[src/rtl/alu_operand_stage_if.sv]
// Handshake and bus bundle between the decode/operand stage, its instruction
// source, the write-back port and the downstream ALU/EX stage.
interface alu_operand_stage_if #(
    parameter int WIDTH = 16,
    parameter int AW    = 3
);
    logic [WIDTH-1:0] Instr;
    logic             InValid;
    logic             InReady;
    logic             Flush;
    logic             WbEn;
    logic [AW-1:0]    WbAddr;
    logic [WIDTH-1:0] WbData;
    logic [WIDTH-1:0] A;
    logic [WIDTH-1:0] B;
    logic [2:0]       Op;
    logic             Bnegate;
    logic             CIN;
    logic [AW-1:0]    Rd;
    logic             RegWrite;
    logic             OutValid;
    logic             OutReady;
    logic             IllegalInstr;
    logic [15:0]      IssueCount;

    modport slave (
        input  Instr, InValid, Flush, WbEn, WbAddr, WbData, OutReady,
        output InReady, A, B, Op, Bnegate, CIN, Rd, RegWrite, OutValid,
               IllegalInstr, IssueCount
    );

    modport master (
        output Instr, InValid, Flush, WbEn, WbAddr, WbData, OutReady,
        input  InReady, A, B, Op, Bnegate, CIN, Rd, RegWrite, OutValid,
               IllegalInstr, IssueCount
    );
endinterface

[src/rtl/alu_operand_stage.sv]
// Decode/operand stage feeding the 16-bit ALU: 8x16 register file with write-back
// bypass and an ID/EX register. Optional issue counter built under ISSUE_CNT_EN.
module alu_operand_stage #(
    parameter int NREGS = 8,
    parameter int WIDTH = 16
) (
    input logic                Clock,
    input logic                Reset,
    alu_operand_stage_if.slave io
);
    localparam int AW = $clog2(NREGS);

    function automatic logic [WIDTH-1:0] sext_imm(input logic [5:0] imm);
        logic signed [WIDTH-1:0] s;
        s = WIDTH'($signed(imm));
        return s;
    endfunction

    function automatic logic [WIDTH-1:0] zext_imm(input logic [5:0] imm);
        return WIDTH'(imm);
    endfunction

    logic [WIDTH-1:0] rf [NREGS];

    logic [3:0]       opcode_p0;
    logic [AW-1:0]    rs_p0, rt_p0, dest_p0;
    logic [2:0]       op_p0;
    logic             bneg_p0, cin_p0, breg_p0, legal_p0;
    logic [WIDTH-1:0] bimm_p0, ra_p0, rb_p0;

    logic [WIDTH-1:0] a_p1, b_p1;
    logic [2:0]       op_p1;
    logic             bneg_p1, cin_p1, rw_p1, vld_p1, ill_p1, breg_p1;
    logic [AW-1:0]    rd_p1, rs_p1, rt_p1;

    logic accept, stall, wb_hit_rs, wb_hit_rt;

    // Stage 0: decode and register-file read with write-back bypass
    always_comb begin
        opcode_p0 = io.Instr[15:12];
        rs_p0     = io.Instr[11:9];
        rt_p0     = io.Instr[8:6];
        dest_p0   = io.Instr[8:6];
        op_p0     = 3'd0;
        bneg_p0   = 1'b0;
        cin_p0    = 1'b0;
        breg_p0   = 1'b0;
        legal_p0  = 1'b1;
        bimm_p0   = zext_imm(io.Instr[5:0]);
        case (opcode_p0)
            4'd0: begin
                breg_p0 = 1'b1;
                dest_p0 = io.Instr[5:3];
                case (io.Instr[2:0])
                    3'b000: op_p0 = 3'd0;
                    3'b001: op_p0 = 3'd2;
                    3'b010: op_p0 = 3'd3;
                    3'b011: op_p0 = 3'd4;
                    3'b100: begin op_p0 = 3'd4; bneg_p0 = 1'b1; cin_p0 = 1'b1; end
                    3'b101: begin op_p0 = 3'd1; bneg_p0 = 1'b1; cin_p0 = 1'b1; end
                    3'b110: op_p0 = 3'd7;
                    default: op_p0 = 3'd6;
                endcase
            end
            4'd1: begin op_p0 = 3'd5; bimm_p0 = sext_imm(io.Instr[5:0]); end
            4'd2: begin
                op_p0   = 3'd1;
                bneg_p0 = 1'b1;
                cin_p0  = 1'b1;
                bimm_p0 = sext_imm(io.Instr[5:0]);
            end
            4'd3: op_p0 = 3'd0;
            4'd4: op_p0 = 3'd2;
            default: legal_p0 = 1'b0;
        endcase

        ra_p0 = '0;
        if (rs_p0 != '0)
            ra_p0 = (io.WbEn && io.WbAddr == rs_p0) ? io.WbData : rf[rs_p0];
        rb_p0 = '0;
        if (rt_p0 != '0)
            rb_p0 = (io.WbEn && io.WbAddr == rt_p0) ? io.WbData : rf[rt_p0];
    end

    assign io.InReady = !vld_p1 || io.OutReady;
    assign accept     = io.InValid && io.InReady;
    assign stall      = vld_p1 && !io.OutReady;
    // A held entry keeps tracking write-back so it never issues a stale operand
    assign wb_hit_rs  = io.WbEn && io.WbAddr != '0 && io.WbAddr == rs_p1;
    assign wb_hit_rt  = io.WbEn && io.WbAddr != '0 && io.WbAddr == rt_p1 && breg_p1;

    // Stage 1: ID/EX register
    always_ff @(posedge Clock) begin
        if (Reset) begin
            for (int i = 0; i < NREGS; i++) rf[i] <= '0;
            a_p1    <= '0;
            b_p1    <= '0;
            op_p1   <= 3'd0;
            bneg_p1 <= 1'b0;
            cin_p1  <= 1'b0;
            rd_p1   <= '0;
            rw_p1   <= 1'b0;
            rs_p1   <= '0;
            rt_p1   <= '0;
            breg_p1 <= 1'b0;
            vld_p1  <= 1'b0;
            ill_p1  <= 1'b0;
        end else begin
            if (io.WbEn && io.WbAddr != '0)
                rf[io.WbAddr] <= io.WbData;

            ill_p1 <= accept && !legal_p0 && !io.Flush;

            if (io.Flush)
                vld_p1 <= 1'b0;
            else if (accept)
                vld_p1 <= legal_p0;
            else if (io.OutReady)
                vld_p1 <= 1'b0;

            if (!io.Flush && accept && legal_p0) begin
                a_p1    <= ra_p0;
                b_p1    <= breg_p0 ? rb_p0 : bimm_p0;
                op_p1   <= op_p0;
                bneg_p1 <= bneg_p0;
                cin_p1  <= cin_p0;
                rd_p1   <= dest_p0;
                rw_p1   <= (dest_p0 != '0);
                rs_p1   <= rs_p0;
                rt_p1   <= rt_p0;
                breg_p1 <= breg_p0;
            end else if (stall) begin
                if (wb_hit_rs) a_p1 <= io.WbData;
                if (wb_hit_rt) b_p1 <= io.WbData;
            end
        end
    end

    assign io.A            = a_p1;
    assign io.B            = b_p1;
    assign io.Op           = op_p1;
    assign io.Bnegate      = bneg_p1;
    assign io.CIN          = cin_p1;
    assign io.Rd           = rd_p1;
    assign io.RegWrite     = rw_p1;
    assign io.OutValid     = vld_p1;
    assign io.IllegalInstr = ill_p1;

`ifdef ISSUE_CNT_EN
    logic [15:0] cnt_p1;

    always_ff @(posedge Clock) begin
        if (Reset)
            cnt_p1 <= 16'd0;
        else if (vld_p1 && io.OutReady && !io.Flush)
            cnt_p1 <= cnt_p1 + 16'd1;
    end

    assign io.IssueCount = cnt_p1;
`else
    assign io.IssueCount = 16'd0;
`endif
endmodule

[src/flat_wrapper.sv]
// flat-port wrapper written by rule: the top's interface ports become plain ports
module alu_operand_stage_flat 
#(
    parameter int NREGS = 8,
    parameter int WIDTH = 16
)
  (Clock, Reset, io_Instr, io_InValid, io_Flush, io_WbEn, io_WbAddr, io_WbData, io_OutReady, io_InReady, io_A, io_B, io_Op, io_Bnegate, io_CIN, io_Rd, io_RegWrite, io_OutValid, io_IllegalInstr, io_IssueCount);
  alu_operand_stage_if #(.WIDTH(WIDTH)) io_i ();
  input logic Clock;
  input logic Reset;
  input wire logic [$bits(io_i.Instr)-1:0] io_Instr;
  input wire logic [$bits(io_i.InValid)-1:0] io_InValid;
  input wire logic [$bits(io_i.Flush)-1:0] io_Flush;
  input wire logic [$bits(io_i.WbEn)-1:0] io_WbEn;
  input wire logic [$bits(io_i.WbAddr)-1:0] io_WbAddr;
  input wire logic [$bits(io_i.WbData)-1:0] io_WbData;
  input wire logic [$bits(io_i.OutReady)-1:0] io_OutReady;
  output wire logic [$bits(io_i.InReady)-1:0] io_InReady;
  output wire logic [$bits(io_i.A)-1:0] io_A;
  output wire logic [$bits(io_i.B)-1:0] io_B;
  output wire logic [$bits(io_i.Op)-1:0] io_Op;
  output wire logic [$bits(io_i.Bnegate)-1:0] io_Bnegate;
  output wire logic [$bits(io_i.CIN)-1:0] io_CIN;
  output wire logic [$bits(io_i.Rd)-1:0] io_Rd;
  output wire logic [$bits(io_i.RegWrite)-1:0] io_RegWrite;
  output wire logic [$bits(io_i.OutValid)-1:0] io_OutValid;
  output wire logic [$bits(io_i.IllegalInstr)-1:0] io_IllegalInstr;
  output wire logic [$bits(io_i.IssueCount)-1:0] io_IssueCount;
  assign io_i.Instr = io_Instr;
  assign io_i.InValid = io_InValid;
  assign io_i.Flush = io_Flush;
  assign io_i.WbEn = io_WbEn;
  assign io_i.WbAddr = io_WbAddr;
  assign io_i.WbData = io_WbData;
  assign io_i.OutReady = io_OutReady;
  assign io_InReady = io_i.InReady;
  assign io_A = io_i.A;
  assign io_B = io_i.B;
  assign io_Op = io_i.Op;
  assign io_Bnegate = io_i.Bnegate;
  assign io_CIN = io_i.CIN;
  assign io_Rd = io_i.Rd;
  assign io_RegWrite = io_i.RegWrite;
  assign io_OutValid = io_i.OutValid;
  assign io_IllegalInstr = io_i.IllegalInstr;
  assign io_IssueCount = io_i.IssueCount;
  alu_operand_stage #(.NREGS(NREGS), .WIDTH(WIDTH)) u_core (.Clock(Clock), .Reset(Reset), .io(io_i));
endmodule
[config.mk]
export PLATFORM = sky130hd
export DESIGN_NAME = alu_operand_stage_flat
export DESIGN_NICKNAME = d
export VERILOG_FILES = /design/src/rtl/alu_operand_stage_if.sv /design/src/rtl/alu_operand_stage.sv /design/src/flat_wrapper.sv
export SDC_FILE = /design/constraint.sdc
export NUM_CORES = 1
export LEC_CHECK = 0
export ABC_AREA = 1
export BUFFER_PORTS_ARGS = -buffer_cell sky130_fd_sc_hd__buf_4
export CORE_MARGIN = 2
export CORE_UTILIZATION = 50
export DETAILED_ROUTE_END_ITERATION = 16
export GPL_ROUTABILITY_DRIVEN = 0
export PLACE_DENSITY = 0.75
export SYNTH_ARGS = -nofsm -noshare
export SYNTH_HDL_FRONTEND = slang
export SYNTH_SLANG_ARGS = --single-unit
[constraint.sdc]
create_clock -name Clock -period 3.1 [get_ports Clock]
set_input_delay 0.465 -clock Clock [delete_from_list [all_inputs] [get_ports Clock]]
set_output_delay 0.465 -clock Clock [all_outputs]
set_load 0.005 [all_outputs]
==> qor.csv <==
stage,metric,value,unit
min_path,holdPathStages,2,
global_route,grt.total_usage,0.314,
power,p_int,4.05,mW
logic_synthesis,synthDistinctLibCells,38,
logic_synthesis,synth_common_cells,"406 x nand2_1, 237 x nand3_1, 151 x nor2_1",
cts,clock_latency,440,ps
cts,cts_resized,0,
floorplan,die_x,145,µm
finish,finalNetCount,1405,
sta,slew_violations,0,
cts,cts_tree,yes,
global_route,antenna_found_initial,0,
finish,antenna_cells,0,
sta,hold_viol,0,
cts,cts_max_path_buffers,2,
logic_synthesis,synth.cell_area,10000,µm²
floorplan,die_h,145,µm
sta,finalCriticalPeriod,2120,ps
worst_setup_path,r2r_setup_slack,1140,ps
worst_setup_path,crit_path_end_kind,flip-flop,
finish,drive_above_1_share,0.131,
worst_setup_path,worstSetupStartpointType,primary input,
power,clockPowerShare,0.382,
cts,root_buffer,clkbuf_16,
floorplan,core_area,19500,µm²
sta,hold_slack,222,ps
global_route,grt_pass1_vias,9060,
global_route,grt_overflow,0,
logic_synthesis,synth_area_leaders,"edfxtp_1 38%, nand2_1 15%, nand3_1 12%, dfxtp_1 9.8%, nor2_1 5.7%",
drt,viasPerCell,5.93,
floorplan,rows,51,
sta,period_share,0.682,
min_path,whs_endpoint,u_core.io.OutValid,
run_status,status,"complete, no violations",
worst_setup_path,crit_path_start,io_WbAddr[0],
sta,fin_worst_skew,13.6,ps
logic_synthesis,ys.flop_type,edfxtp_1,
logic_synthesis,synth_edf_count,128,
drt,drtAntennaViolNets,0,
drt,wirelength,33.2,mm
logic_synthesis,yosys_warnings,0,
logic_synthesis,yosysMostFrequentCell,nand2_1,
worst_setup_path,rr_startpoint,u_core.io.OutValid,
sta,slew_headroom,0.511,
floorplan,start_util,0.513,
sta,setup_viol,0,
global_route,grt_max_degree,67,
floorplan,io_pins,101,
worst_setup_path,cp.required,3170,ps
drt,dr_total_vias,9735,
logic_synthesis,yosys.area.top_type,edfxtp_1,
min_path,min_path_type,primary input to flip-flop,
logic_synthesis,ys_seq_elements,177,
sta,setup_slack,985,ps
power,switching_power,1.71,mW
cts,numCtsBuffers,17,
cts,hold_buffers,0,
drt,first_pass_iters,6,
logic_synthesis,ys_async_sr_fraction,0,
flow_run,drv_cap,0,
power,p_sw_frac,0.297,
placement,portBuffers,84,
cts,htree_levels,4,
floorplan,die-area,21200,µm²
worst_setup_path,cp_max_fo,17,
cts,clk_pin_slew,80,ps
worst_setup_path,critical_path_class,primary input to flip-flop,
logic_synthesis,synth_area_per_cell,7.62,µm²
power,p_per_area,511,nW/µm²
drt,drt_iter0_markers,1604,
power,peakVddDrop,0.436,mV
drt,drcViolationCount,0,
sta,tightest_slew,732,ps
sta,fmax,0.473,GHz
sta,fin_setup_tns,0,ps
power,power_frac_seq,0.478,
finish,nFillCells,1788,
drt,wire_per_inst,20.2,µm
placement,dp_hpwl,22.2,mm
logic_synthesis,netlist.area_leader.share,0.384,
worst_setup_path,cp.arrival,2190,ps
finish,syn_to_final_growth,12.6,%
power,p_comb_frac,0.140,
power,p_leak,4.87,nW
min_path,min_from,io_Flush,
logic_synthesis,syn-instance-count,1314,
worst_setup_path,rr_endpoint,u_core.io.B[4],
sta,rsz0062_at_grt,false,
cts,cts.sink_count,177,
logic_synthesis,ys_seq_area_frac,0.482,
placement,post-place-ws,598,ps
cts,postCtsSetupRepairBufs,0,
global_route,grt_pass1_wl,51.2,mm
worst_setup_path,r2r_cells,11,
==> worst max-delay path, cell delays in order <==
cell and delay (ps):
buf_4 130, inv_2 100, nand2_1 100, nand2_2 70, nor2_2 210, nand3_2 390, nand2_1 710
==> power by group through the flow <==
stage / registers, mW / clock network [mW] / logic [mW]
floorplan: 2.77 / 0 / 0.506
global placement: 2.80 / 0 / 0.757
detailed placement: 2.80 / 0 / 0.765
CTS: 2.75 / 2.20 / 0.770
global route: 2.76 / 2.29 / 0.863
finish: 2.75 / 2.20 / 0.805
==> flip-flops by register name, indices dropped and copies added (netlist names) <==
signal / cells
u_core.io.IllegalInstr: 1
u_core.io.Rd: 3
u_core.io.B: 16
u_core.io.A: 16
u_core.io.Op: 3
u_core.io.CIN: 1
u_core.breg_p1: 1
u_core.rf: 128
u_core.rs_p1: 3
u_core.io.RegWrite: 1
u_core.rt_p1: 3
u_core.io.OutValid: 1
==> kinds of logic after synthesis <==
| kind of cell | after synthesis | share of synthesized area |
|---|---|---|
| and+or+nand+nor | 825 | 0.353 |
| AOI/OAI and AO/OA | 132 | 0.0780 |
| buffers and inverters | 176 | 0.0844 |
| xor gates and xnor gates | 3 | 0.00263 |
| DFF | 177 | 0.482 |
| other | 1 | 0.000375 |
==> cell usage in the layout, fill, tap and decap left out, types with 15 or more instances in the layout <==
master,count
nand3_1,237
edfxtp_1,128
clkinv_1,19
a21oi_1,65
buf_4,101
nand2_1,406
inv_1,47
clkbuf_16,17
o21ai_0,31
conb_1,32
nor2_1,151
o211ai_1,15
dfxtp_1,49
==> per-stage QoR <==
stage          instances  area (µm²)   util  power [mW]
3_3_place_gp        1610       10700  0.547        3.55
5_1_grt             1642       11300  0.577        5.92
2_1_floorplan       1345       10100      -        3.28
6_report            1642       11300  0.577        5.76
4_1_cts             1642       11300  0.577        5.72
3_5_place_dp        1610       10700  0.547        3.57
==> how the worst max path moves through the flow <==
stage | slack, ps | to | cells past startpoint
floorplan | 980 | u_core.rf[3][0] | 10
global route | 830 | u_core.rf[6][3] | 7
CTS | 1030 | u_core.rf[6][0] | 7
finish | 980 | u_core.rf[6][3] | 7
detailed placement | 600 | u_core.rf[6][12] | 7
global placement | 630 | u_core.rf[6][6] | 7
==> final cells by class <==
| class | count | area (µm²) | share of cell area |
|---|---|---|---|
| timing repair buffer | 102 | 778 | 0.0690 |
| inverter | 74 | 283 | 0.0251 |
| sequential | 177 | 4820 | 0.428 |
| tap | 265 | 332 | 0.0294 |
| multi-input combinational | 992 | 4460 | 0.395 |
| clock buffer | 17 | 425 | 0.0377 |
| clock inverter | 15 | 173 | 0.0153 |
==> layer usage <==
layer,vias up,part of all wire,GRT usage,wire length (µm)
met5,-,0,0,0
met4,0,0.056,0.162,1880
met3,145,0.15,0.0862,4950
met2,812,0.43,0.474,14400
met1,4374,0.36,0.415,12000
li1,4404,-,-,-
Note: power is estimated with default switching activity, not from simulation.
